File: config.mk
export PLATFORM = sky130hd
export DESIGN_NAME = arm_data_mem
export DESIGN_NICKNAME = d
export VERILOG_FILES = /design/src/rtl/arm_mem_pkg.sv /design/src/rtl/arm_data_mem_bank.sv /design/src/rtl/arm_data_mem.sv
export SDC_FILE = /design/constraint.sdc
export NUM_CORES = 2
export LEC_CHECK = 0
export BUFFER_PORTS_ARGS = -buffer_cell sky130_fd_sc_hd__buf_4
export CAP_MARGIN = 25
export CELL_PAD_IN_SITES_DETAIL_PLACEMENT = 1
export CELL_PAD_IN_SITES_GLOBAL_PLACEMENT = 2
export CORE_MARGIN = 2
export CORE_UTILIZATION = 32
export DETAILED_ROUTE_END_ITERATION = 10
export GPL_ROUTABILITY_DRIVEN = 0
export HOLD_SLACK_MARGIN = 0.12
export PLACE_DENSITY_LB_ADDON = 0.1
export SLEW_MARGIN = 5
export SYNTH_ARGS = -nofsm -noshare
export SYNTH_HDL_FRONTEND = slang
export SYNTH_SLANG_ARGS = --single-unit
File: constraint.sdc
create_clock -name CLOCK_50 -period 3.5 [get_ports CLOCK_50]
set_clock_uncertainty 0.05 [all_clocks]
set_input_delay 0.175 -clock CLOCK_50 [delete_from_list [all_inputs] [get_ports CLOCK_50]]
set_output_delay 0.175 -clock CLOCK_50 [all_outputs]
set_load 0.01 [all_outputs]
File: src/rtl/arm_mem_pkg.sv
// Shared constants for the ARM32 MEM-stage data memory: FSM state encoding,
// lane-count helper and the wait-state upper bound.
package arm_mem_pkg;

    localparam logic [1:0] ST_INIT = 2'd0;
    localparam logic [1:0] ST_IDLE = 2'd1;
    localparam logic [1:0] ST_WAIT = 2'd2;

    localparam int WAIT_MAX = 15;

    function automatic int mem_lanes(input int data_w);
        return data_w / 8;
    endfunction

endpackage

File: src/rtl/arm_data_mem_bank.sv
// DEPTH x DATA_W word array with per-byte-lane write enables and a registered,
// reset-cleared read port that only updates on a read enable.
module mem_bank
    import arm_mem_pkg::*;
#(
    parameter int ADDR_W = 6,
    parameter int DATA_W = 32
) (
    input  logic                          clk_i,
    input  logic                          rst_i,
    input  logic [mem_lanes(DATA_W)-1:0]  wr_en_i,
    input  logic [ADDR_W-1:0]             wr_addr_i,
    input  logic [DATA_W-1:0]             wr_data_i,
    input  logic                          rd_en_i,
    input  logic [ADDR_W-1:0]             rd_addr_i,
    output logic [DATA_W-1:0]             rd_data_o
);

    localparam int LANES = mem_lanes(DATA_W);
    localparam int DEPTH = 2 ** ADDR_W;

    logic [DATA_W-1:0] mem_q [DEPTH];
    logic [DATA_W-1:0] rd_data_q;

    always_ff @(posedge clk_i) begin
        for (int i = 0; i < LANES; i++) begin
            if (wr_en_i[i]) begin
                mem_q[wr_addr_i][8*i +: 8] <= wr_data_i[8*i +: 8];
            end
        end
    end

    // Read sees pre-edge contents, so a same-edge write to the same word is not forwarded.
    always_ff @(posedge clk_i) begin
        if (rst_i) begin
            rd_data_q <= '0;
        end else if (rd_en_i) begin
            rd_data_q <= mem_q[rd_addr_i];
        end
    end

    assign rd_data_o = rd_data_q;

endmodule

File: src/rtl/arm_data_mem.sv
// MEM-stage data memory: post-reset zeroing sweep, optional wait states with a
// stall handshake, byte-lane writes and an out-of-range address flag.
module arm_data_mem
    import arm_mem_pkg::*;
#(
    parameter int ADDR_W      = 6,
    parameter int DATA_W      = 32,
    parameter int WAIT_STATES = 0
) (
    input  logic                          CLOCK_50,
    input  logic                          reset,
    input  logic                          MemReqM,
    input  logic                          MemWriteM,
    input  logic [mem_lanes(DATA_W)-1:0]  ByteEnM,
    input  logic [31:0]                   ALUOutM,
    input  logic [DATA_W-1:0]             WriteDataM,
    output logic [DATA_W-1:0]             ReadDataW,
    output logic                          RdValidW,
    output logic                          StallM,
    output logic                          AddrErrM,
    output logic                          BusyInit
);

    localparam int         LANES     = mem_lanes(DATA_W);
    localparam logic       HAS_WAIT  = (WAIT_STATES != 0);
    localparam logic [3:0] WAIT_LOAD = 4'((WAIT_STATES > 0) ? WAIT_STATES - 1 : 0);

    logic [1:0]        state_q, state_d;
    logic [ADDR_W-1:0] init_ptr_q, init_ptr_d;
    logic [3:0]        wcnt_q, wcnt_d;
    logic              rd_valid_q;
    logic              exec;
    logic [ADDR_W-1:0] word_idx;
    logic              addr_lsb_unused;

    logic [LANES-1:0]  bank_wr_en;
    logic [ADDR_W-1:0] bank_wr_addr;
    logic [DATA_W-1:0] bank_wr_data;
    logic              bank_rd_en;

    assign word_idx        = ALUOutM[ADDR_W+1:2];
    assign addr_lsb_unused = ^ALUOutM[1:0];

    always_comb begin
        state_d    = state_q;
        init_ptr_d = init_ptr_q;
        wcnt_d     = wcnt_q;
        exec       = 1'b0;
        case (state_q)
            ST_INIT: begin
                init_ptr_d = init_ptr_q + 1'b1;
                if (init_ptr_q == '1) begin
                    state_d = ST_IDLE;
                end
            end
            ST_IDLE: begin
                if (MemReqM) begin
                    if (HAS_WAIT) begin
                        state_d = ST_WAIT;
                        wcnt_d  = WAIT_LOAD;
                    end else begin
                        exec = 1'b1;
                    end
                end
            end
            ST_WAIT: begin
                // A request withdrawn mid-wait breaks the pipeline contract; abandon it silently.
                if (!MemReqM) begin
                    state_d = ST_IDLE;
                end else if (wcnt_q != 4'd0) begin
                    wcnt_d = wcnt_q - 4'd1;
                end else begin
                    exec    = 1'b1;
                    state_d = ST_IDLE;
                end
            end
            default: state_d = ST_INIT;
        endcase
    end

    always_ff @(posedge CLOCK_50) begin
        if (reset) begin
            state_q    <= ST_INIT;
            init_ptr_q <= '0;
            wcnt_q     <= 4'd0;
            rd_valid_q <= 1'b0;
        end else begin
            state_q    <= state_d;
            init_ptr_q <= init_ptr_d;
            wcnt_q     <= wcnt_d;
            rd_valid_q <= exec & ~MemWriteM;
        end
    end

    // The sweep owns the write port in INIT; reset blocks any commit on its own edge.
    always_comb begin
        bank_wr_en   = '0;
        bank_wr_addr = word_idx;
        bank_wr_data = WriteDataM;
        if (state_q == ST_INIT) begin
            bank_wr_en   = '1;
            bank_wr_addr = init_ptr_q;
            bank_wr_data = '0;
        end else if (exec && MemWriteM) begin
            bank_wr_en = ByteEnM;
        end
        if (reset) begin
            bank_wr_en = '0;
        end
    end

    assign bank_rd_en = exec & ~MemWriteM & ~reset;

    mem_bank #(
        .ADDR_W (ADDR_W),
        .DATA_W (DATA_W)
    ) u_bank (
        .clk_i     (CLOCK_50),
        .rst_i     (reset),
        .wr_en_i   (bank_wr_en),
        .wr_addr_i (bank_wr_addr),
        .wr_data_i (bank_wr_data),
        .rd_en_i   (bank_rd_en),
        .rd_addr_i (word_idx),
        .rd_data_o (ReadDataW)
    );

    assign RdValidW = rd_valid_q;
    assign BusyInit = (state_q == ST_INIT);
    assign StallM   = (state_q == ST_INIT)
                    | ((state_q == ST_IDLE) & MemReqM & HAS_WAIT)
                    | ((state_q == ST_WAIT) & (wcnt_q != 4'd0));
    assign AddrErrM = MemReqM & (|ALUOutM[31:ADDR_W+2]);

endmodule

==> metrics.cfg <==
[floorplanning]
row_count = 184
start_util_pct = 32.1
die_area_sq_um = 255000
io_pins = 108
fp.dieW_um = 505
fp.coreArea_sq_um = 251000
die_h_um = 505

[setup_path]
cp_common_cell = dlygate4sd3_1
cp_top_family = buffers and inverters
crit_chain = dlygate4sd3_1 -> dlygate4sd3_1 -> buf_4 -> nand4bb_1 -> dlygate4sd3_1 -> buf_4 -> or3_2 -> buf_12 -> o211ai_1 -> a221o_1
worstSetupStartpointType = input port
r2r_cells = 8
crit_path_end_kind = flip-flop
worst-setup-path-type = in2reg
worst_path_max_delay_cell = or3_2
critical_path_buf_inv_count = 6
path_max_fanout = 24
cp_data_arrival_time_ns = 3.82
worst-path-stages = 10
cp_data_required_time_ns = 4.26
critical_path.max_stage_delay_ns = 0.59

[finish]
final_util_pct = 38.2
nets = 4643
area_delta_synth_final_pct = 19.1
final-instance-count-excl-fill = 8117
layout_commonest_cell = edfxtp_1
layout_common_cells = 2,048 x edfxtp_1, 462 x buf_4, 384 x mux4_2, 290 x mux2i_1, 273 x nor2_1
drive_above_1_share_pct = 27.0

[timing]
finalCriticalPeriod_ns = 3.07
finalSetupTns_ns = 0
rsz0062_at_grt = no
final_hold_viol_count = 0
fmax_ghz = 0.326
finalCritPeriodShare_pct = 87.6
report.final.slew_viol_count = 0
relSlewSlack_pct = 37.7
tightest_slew_ns = 0.931
whs_ns = 0.133
setup_violations = 0

[clocking]
clockBufferDepth = 3
numCtsBuffers = 223
postCtsSetupRepairBufs = 0
cts_max_level = 4
cts_tree = yes
clockRootBuffer = clkbuf_16
cts_sinks = 2088
cts_resized = 0
clkTransAtPathRegs_ns = 0.06
insertion_delay_ns = 0.85

[global_routing]
grt.overflow.total = 0
antenna_found_initial = 10
grt_max_degree = 76
grt_pass1_wl_mm = 340
grt_pass1_vias = 43800
gr-usage-all-layers_pct = 18.7

[synth]
synth_area_sq_um = 80400
synthesis.nets = 4094
yosys_warnings = 0
syn_inst = 4021
avgSynthCellArea_sq_um = 20.0
synth-seq-cells = 2088
ys_types = 42
ys_seq_area_share_pct = 77.5

[detailed_routing]
drc = 0
drt-total-wl_mm = 240
ant_nets = 0
route.vias.total = 40600
viasPerCell = 5.01
drt_pre_antenna_iters = 5
dr.first_iter.drc_count = 3195
wl_per_cell_um = 29.6

[pwr]
power.density_nw_per_um2 = 547
p_leak_nw = 32.9
ir_drop_mv = 0.508

[hold_path]
hold_class = in2reg
hold_depth = 3

[placed_design]
dpl.cell_count = 7651
hpwlAfterDp_mm = 156
io_buffer_count = 105

[outcome]
outcome = completed

[run]
cap_violations = 0

[stage by stage]
stage | worst slack [ns] | cell area [sq um] | power, mW
floorplan | 1.04 | 80400 | 28.8
detailed placement | 0.370 | 88300 | 29.8
global placement | 0.354 | 88300 | 29.8
global route | 0.228 | 95800 | 54.0
CTS | 0.364 | 95800 | 53.1
finish | 0.434 | 95800 | 52.4
[sequential cells by signal (all words and copies together) (netlist names)]
| register | count |
|---|---|
| state_q | 1 |
| RdValidW | 1 |
| u_bank.rd_data_o | 32 |
| u_bank.mem_q | 2048 |
| init_ptr_q | 6 |
[worst paths after layout]
check	to	startpoint	slack, ns
worst max-delay path	u_bank.rd_data_o[20]	reset	0.43
worst min-delay path	u_bank.mem_q[60][11]	WriteDataM[11]	0.13
worst max register to register	u_bank.rd_data_o[20]	state_q[0]	0.45
worst min register to register	init_ptr_q[0]	init_ptr_q[0]	0.45
[timing repair]
item | in CTS | in global routing
hold buffers | 40 | 1
hold endpoints to repair | 1064 | 18
endpoints found under the setup margin | 0 | 0
[kinds of logic (layout without fill, tap and decap cells)]
logic type / after synthesis / count (layout) / share of synthesized area (%)
compound gates: 372 / 372 / 3.36
xor+xnor: 4 / 4 / 0.0436
fa+ha+maj: 1 / 1 / 0.0156
buf+inv: 242 / 987 / 1.35
flops: 2088 / 2088 / 77.5
mux: 675 / 675 / 14.4
other cells: 0 / 3 / 0
simple gates: 639 / 639 / 3.40
[tightest hold or removal path, stage by stage]
cell	delay (ns)
buf_4	0.10
and2_2	0.18
buf_4	0.29
[synthesized netlist by cell type]
master     instances  area (sq um)
buf_6              8          90.1
nor3_1             3          15.0
a32o_1             1          10.0
a221o_1           32           320
or3_1              1          6.26
o22ai_1            2          12.5
ha_1               1          12.5
o21a_1             2          15.0
nor2_2             1          6.26
dfxtp_1           40           801
edfxtp_1        2048         61500
a2bb2oi_1          1          8.76
and2_1            35           219
nand4bb_1          1          11.3
a21o_1             1          7.51
nand3_1           74           370
nand2b_1           6          37.5
a22oi_1          225          1690
buf_2             68           340
or2_2              1          6.26
nand2_1          188           706
o211ai_1          32           240
o32a_1             1          10.0
o22a_1             1          8.76
buf_1             28           105
o32ai_1            1          8.76
mux2i_1          290          2900
and3_1             2          12.5
inv_1              8          30.0
nor2b_1            8          50.1
xor2_1             2          17.5
a22o_1             2          17.5
o21ai_0            1          5.00
mux4_2           384          8650
mux2_2             1          11.3
nor4_1             6          37.5
a21oi_1           70           350
buf_4              8          60.1
clkbuf_1         122           458
xnor2_1            2          17.5
nand4_1           33           206
nor2_1           280          1050
[metal layers]
layer	up-vias	global-route usage (%)	routed length, um	share of wire [%]
met5	-	0	0	0
met4	0	4.89	5660	2.4
met1	22000	25.8	108000	45
li1	17600	-	-	-
met2	726	31.3	119000	50
met3	274	2.36	7750	3.2
[report_power, final]
part           total (mW)  internal, mW  switching [mW]
Sequential           27.1          27.1          0.0233
Combinational        2.13         0.849            1.28
Clock                23.2          13.1            10.0
[cell type report]
class / count / area (sq um)
fillers: 24200 / 155000
inverters: 8 / 30.0
diodes: 3 / 7.51
clock buffers: 288 / 5900
flip-flops and latches: 2088 / 62300
repair buffers: 558 / 4980
well taps: 3348 / 4190
multi-input cells: 1691 / 17200
clock inverters: 133 / 1210
Power figures use the tool's default switching activity.
